--- src/rtl/game_pkg.sv ---
// Shared game-level types: FSM state encoding and the tile codes used by the
// collision stage and tile memory.
package game_pkg;

  typedef enum logic [1:0] {
    IDLE = 2'd0,
    PLAY = 2'd1,
    WIN  = 2'd2,
    LOSE = 2'd3
  } game_state_t;

  localparam logic [1:0] BACKGROUND = 2'b00;
  localparam logic [1:0] FLOOR      = 2'b01;
  localparam logic [1:0] GIFT       = 2'b10;
  localparam logic [1:0] HOLE       = 2'b11;

endpackage

--- src/rtl/frame_timer.sv ---
// Level countdown: divides startOfFrame into seconds and counts time_left down.
// expired_pulse flags the tick that takes time_left from 1 to 0.
module frame_timer #(
  parameter int FRAMES_PER_SEC = 30,
  parameter int TIME_LIMIT_SEC = 60
) (
  input  logic       clk,
  input  logic       reset,
  input  logic       load,
  input  logic       run,
  input  logic       startOfFrame,
  output logic [6:0] time_left,
  output logic       expired_pulse
);

  localparam int FC_W = (FRAMES_PER_SEC > 1) ? $clog2(FRAMES_PER_SEC) : 1;
  localparam logic [FC_W-1:0] FC_LAST = FC_W'(FRAMES_PER_SEC - 1);

  logic [FC_W-1:0] frame_cnt;
  logic            sec_tick;

  assign sec_tick      = run && startOfFrame && (frame_cnt == FC_LAST);
  // Combinational so the FSM can enter LOSE on the same edge time_left hits 0.
  assign expired_pulse = sec_tick && (time_left == 7'd1);

  always_ff @(posedge clk) begin
    if (reset) begin
      frame_cnt <= '0;
      time_left <= 7'd0;
    end else if (load) begin
      frame_cnt <= '0;
      time_left <= 7'(TIME_LIMIT_SEC);
    end else if (run && startOfFrame) begin
      if (sec_tick) begin
        frame_cnt <= '0;
        if (time_left != 7'd0)
          time_left <= time_left - 7'd1;
      end else begin
        frame_cnt <= frame_cnt + FC_W'(1);
      end
    end
  end

endmodule

--- src/rtl/gift_tracker_fsm.sv ---
// Game-level FSM behind the collision stage: counts gifts once per frame,
// pulses gift_clear, reveals the hole and decides win/lose against the timer.
module gift_tracker_fsm
  import game_pkg::*;
#(
  parameter int NUM_GIFTS      = 5,
  parameter int FRAMES_PER_SEC = 30,
  parameter int TIME_LIMIT_SEC = 60
) (
  input  logic       clk,
  input  logic       reset,
  input  logic       startOfFrame,
  input  logic       start_btn,
  input  logic       gift_hit,
  input  logic       hole_hit,
  output logic       gift_clear,
  output logic [3:0] gifts_left,
  output logic       show_hole,
  output logic [1:0] game_state,
  output logic [6:0] time_left
);

  game_state_t state;
  logic        start_btn_d;
  logic        gift_seen;
  logic        start_rise;
  logic        win_evt;
  logic        expired;
  logic        timer_load;
  logic        timer_run;

  assign start_rise = start_btn & ~start_btn_d;
  assign show_hole  = (state == PLAY) && (gifts_left == 4'd0);
  assign win_evt    = (state == PLAY) && hole_hit && show_hole;
  assign timer_load = (state == IDLE) && start_rise;
  // A win freezes the clock on the winning edge, even if a second tick lands there.
  assign timer_run  = (state == PLAY) && !win_evt;
  assign game_state = state;

  frame_timer #(
    .FRAMES_PER_SEC(FRAMES_PER_SEC),
    .TIME_LIMIT_SEC(TIME_LIMIT_SEC)
  ) u_frame_timer (
    .clk          (clk),
    .reset        (reset),
    .load         (timer_load),
    .run          (timer_run),
    .startOfFrame (startOfFrame),
    .time_left    (time_left),
    .expired_pulse(expired)
  );

  always_ff @(posedge clk) begin
    if (reset) begin
      state       <= IDLE;
      start_btn_d <= 1'b0;
      gift_seen   <= 1'b0;
      gifts_left  <= 4'd0;
      gift_clear  <= 1'b0;
    end else begin
      start_btn_d <= start_btn;
      gift_clear  <= 1'b0;
      case (state)
        IDLE: begin
          if (start_rise) begin
            state      <= PLAY;
            gifts_left <= 4'(NUM_GIFTS);
            gift_seen  <= 1'b0;
          end
        end
        PLAY: begin
          if (win_evt) begin
            state <= WIN;
          end else if (expired) begin
            state <= LOSE;
          end else if (startOfFrame) begin
            // The latch restarts each frame; a coincident hit belongs to the new frame.
            gift_seen <= gift_hit;
            if (gift_seen && (gifts_left != 4'd0)) begin
              gifts_left <= gifts_left - 4'd1;
              gift_clear <= 1'b1;
            end
          end else if (gift_hit) begin
            gift_seen <= 1'b1;
          end
        end
        WIN, LOSE: begin
          if (start_rise)
            state <= IDLE;
        end
        default: state <= IDLE;
      endcase
    end
  end

endmodule

--- config.mk ---
export PLATFORM = sky130hd
export DESIGN_NAME = gift_tracker_fsm
export DESIGN_NICKNAME = d
export VERILOG_FILES = /design/src/rtl/game_pkg.sv /design/src/rtl/frame_timer.sv /design/src/rtl/gift_tracker_fsm.sv
export SDC_FILE = /design/constraint.sdc
export NUM_CORES = 1
export LEC_CHECK = 0
export ABC_AREA = 1
export BUFFER_PORTS_ARGS = -buffer_cell sky130_fd_sc_hd__buf_2
export CORE_ASPECT_RATIO = 1.5
export CORE_MARGIN = 1
export CORE_UTILIZATION = 40
export CTS_BUF_LIST = sky130_fd_sc_hd__clkbuf_16
export CTS_CLUSTER_SIZE = 28
export DETAILED_ROUTE_END_ITERATION = 16
export MAX_ROUTING_LAYER = met4
export PLACE_DENSITY = 0.6
export SYNTH_ARGS = -nofsm -noshare
export SYNTH_HDL_FRONTEND = slang
export SYNTH_SLANG_ARGS = --single-unit
--- constraint.sdc ---
create_clock -name clk -period 1.7 [get_ports clk]
set_input_delay 0.17 -clock clk [delete_from_list [all_inputs] [get_ports clk]]
set_output_delay 0.17 -clock clk [all_outputs]
set_load 0.005 [all_outputs]
==> flow_metrics.py <==
metrics = {
    "floorplanning": {
        "fp.dieH_um": 72.96,
        "rows": 25,
        "dieArea_um2": 3597,
        "die_x_um": 49.30,
        "fp.coreArea_um2": 3191,
        "initial_core_util_pct": 42.08,
        "io_pins": 21,
    },
    "yosys": {
        "synth_xor_area_share_pct": 1.305,
        "yosysTopAreaCell": "dfxtp_1",
        "syn_nets": 210,
        "avgSynthCellArea_um2": 6.815,
        "synthAdderAreaFrac_pct": 6.524,
        "netlist_instances": 197,
        "synth_area_leaders": "dfxtp_1, nand2_1, nor2_1, inv_1, ha_1",
        "synth_seq_area_share_pct": 31.31,
        "synthMuxAreaShare_pct": 0,
        "synth_top_area_share_pct": 31.31,
        "ys_types": 29,
        "synth_top_family_by_area": "simple AND/OR/NAND/NOR gates",
        "synth-compound-area-share_pct": 10.53,
        "synth-simple-area-share_pct": 40.54,
        "yosys_warnings": 0,
        "syn_area_um2": 1343,
        "ys_ff_latch": 21,
    },
    "layout": {
        "fin_nets": 240,
        "post_route_cells_drive_above_1_share_pct": 23.45,
        "stdcell_count": 266,
        "final_cell_mix": "nand2_1, inv_1, nor2_1",
        "final_common_cell": "nand2_1",
        "diodes": 0,
        "fillers": 344,
        "final_cell_area_um2": 1627,
        "area_growth_pct": 21.16,
        "post-route-util_pct": 50.98,
    },
    "placed_design": {
        "dp_cells": 262,
        "pre_cts_ws_ns": 0.1155,
        "placed_area_um2": 1526,
        "hpwl_mm": 2.281,
        "portBuffers": 20,
        "gp_congestion": 0.7774,
    },
    "detailed_routing": {
        "ant_nets": 0,
        "wl_mm": 2.914,
        "drc_errors": 0,
        "drt_first_iter_violations": 35,
        "wire_per_inst_um": 10.95,
        "via_per_inst": 4.816,
        "first_pass_iters": 4,
        "num_vias": 1281,
    },
    "timing": {
        "tns_ns": 0,
        "rsz0062_at_grt": "false",
        "worst_slew_pin_slew_ns": 0.2871,
        "relSlewSlack_pct": 80.84,
        "slew_violations": 0,
        "whs_ns": 0.1320,
        "fin_crit_ns": 1.502,
        "timing.fmax_mhz": 665.8,
        "fin_worst_skew_ns": 0.004981,
        "hold_viol": 0,
        "setup_viol": 0,
        "worst_slack_ns": 0.1980,
        "post-route-period-util_pct": 88.35,
    },
    "worst_setup_path": {
        "crit_path_frequent_cell": "nand2_1",
        "worst_r2r_endpoint": "gifts_left[2]",
        "worstPathMaxFanout": 5,
        "reg2reg_from": "gifts_left[1]",
        "path_depth": 9,
        "path_delay_family": "simple AND/OR/NAND/NOR gates",
        "crit_buf_inv": 1,
        "r2r_slack_ns": 0.20,
        "cpPeakStageDelay_ns": 0.35,
        "cpMaxStageDelayCell": "dfxtp_1",
        "worst_ep_arrival_time_ns": 1.69,
        "endpoint": "gifts_left[2]",
        "path_class": "reg -> reg",
        "critPathLaunch": "gifts_left[1]",
        "cp.required_ns": 1.89,
        "r2r_cells": 9,
        "endpoint_kind": "flip-flop",
        "critPathLaunchType": "flip-flop",
        "crit_chain": "inv_1, ha_2, nand2_1, nand3_1, a21oi_2, nand3_4, nand2_1, nand2_1, nor2_1",
    },
    "global_routing": {
        "grt.total_usage_pct": 18.26,
        "overflow": 0,
        "antenna_found_initial": 0,
        "grt_max_degree": 12,
        "grt_pass1_vias": 1153,
        "grt_pass1_wl_mm": 4.988,
    },
    "clocking": {
        "worst_skew_pair.late_latency_ns": 0.25,
        "cts.hold.buffers_added": 0,
        "cts_sinks": 21,
        "clockBufferDepth": 2,
        "path_clk_slew_ns": 0.06,
        "cts_buffers": 3,
        "cts_setup_buffers": 0,
        "cts_resized": 0,
        "cts-root-buf": "clkbuf_16",
        "cts_tree": "yes",
        "htreeDepth": 1,
    },
    "power_and_ir_drop": {
        "finalPower_mw": 1.921,
        "ir_drop_uv": 724.5,
        "power_density_nw_per_um2": 1181,
        "p_leak_nw": 0.7700,
    },
    "outcome": {
        "status": "finished clean",
    },
    "job": {
        "maxCapViolations": 0,
    },
    "hold_path": {
        "min_path_type": "in -> reg",
    },
}
cell type report:
type / count / area [µm²] / area share, %
Multi-Input combinational cell: 143 / 812.0 / 49.92
Tap cell: 40 / 50.05 / 3.077
Clock inverter: 1 / 3.754 / 0.2308
Inverter: 32 / 120.1 / 7.385
Sequential cell: 21 / 420.4 / 25.85
Clock buffer: 3 / 75.07 / 4.615
Timing Repair Buffer: 26 / 145.1 / 8.923
kinds of logic (layout without fill, tap and decap cells):
kind of cell / Yosys count / after routing
AND/OR/NAND/NOR: 109 / 109
buffers and inverters: 33 / 62
AO/OA/AOI/OAI: 25 / 25
XOR/XNOR: 2 / 2
flip-flops: 21 / 21
adder cells (fa/ha/maj): 7 / 7
synthesized netlist by cell type:
library cell / n
clkinv_1: 1
inv_1: 28
buf_6: 1
nor2_4: 3
nand3_4: 1
nand4_2: 1
dfxtp_1: 21
nand2_4: 1
o21ai_0: 4
o211ai_1: 1
nor2_1: 29
nand4_1: 7
a21oi_2: 1
nand2_1: 41
ha_1: 7
nand2_2: 1
or2_2: 2
xor2_1: 2
nand3_2: 1
nand4_4: 1
o21a_1: 1
a211oi_1: 1
a21o_1: 2
nand3_1: 13
nor2_2: 6
a21oi_1: 13
o21ai_1: 2
nor3_1: 2
inv_2: 3
where the power goes:
part	switching, mW	total [mW]	internal (mW)
combinational	0.488	0.807	0.319
sequential	0.0624	0.626	0.563
clock	0.175	0.488	0.313
layer usage:
metal  vias up  track usage (%)  wire length (µm)
met5         -                -                 0
met4         0            6.863                14
met3         2            1.875                84
met2        27            32.88              1512
met1       570            20.48              1302
li1        682                -                 -
tightest hold or removal path: cells and delay by family:
kind	cells	cell delay (ns)
AND/OR/NAND/NOR	1	0.03
buffers and inverters	2	0.14
sequential cells by signal (all words and copies together) (netlist names):
name / count
u_frame_timer.time_left: 7
u_frame_timer.frame_cnt: 5
gifts_left: 4
game_state: 2
gift_clear: 1
gift_seen: 1
start_btn_d: 1
worst min-delay path by stage:
| stage | end | slack [ns] | cells past startpoint | from |
|---|---|---|---|---|
| final | start_btn_d | 0.13 | 3 | start_btn |
| after global routing | start_btn_d | 0.14 | 3 | start_btn |
| after CTS | start_btn_d | 0.13 | 3 | start_btn |
| after detailed placement | start_btn_d | 0.40 | 3 | start_btn |
| after global placement | start_btn_d | 0.39 | 3 | start_btn |
| after floorplan | u_frame_timer.time_left[2] | 0.24 | 1 | reset |
No activity file was read; power rests on OpenSTA's default activity.
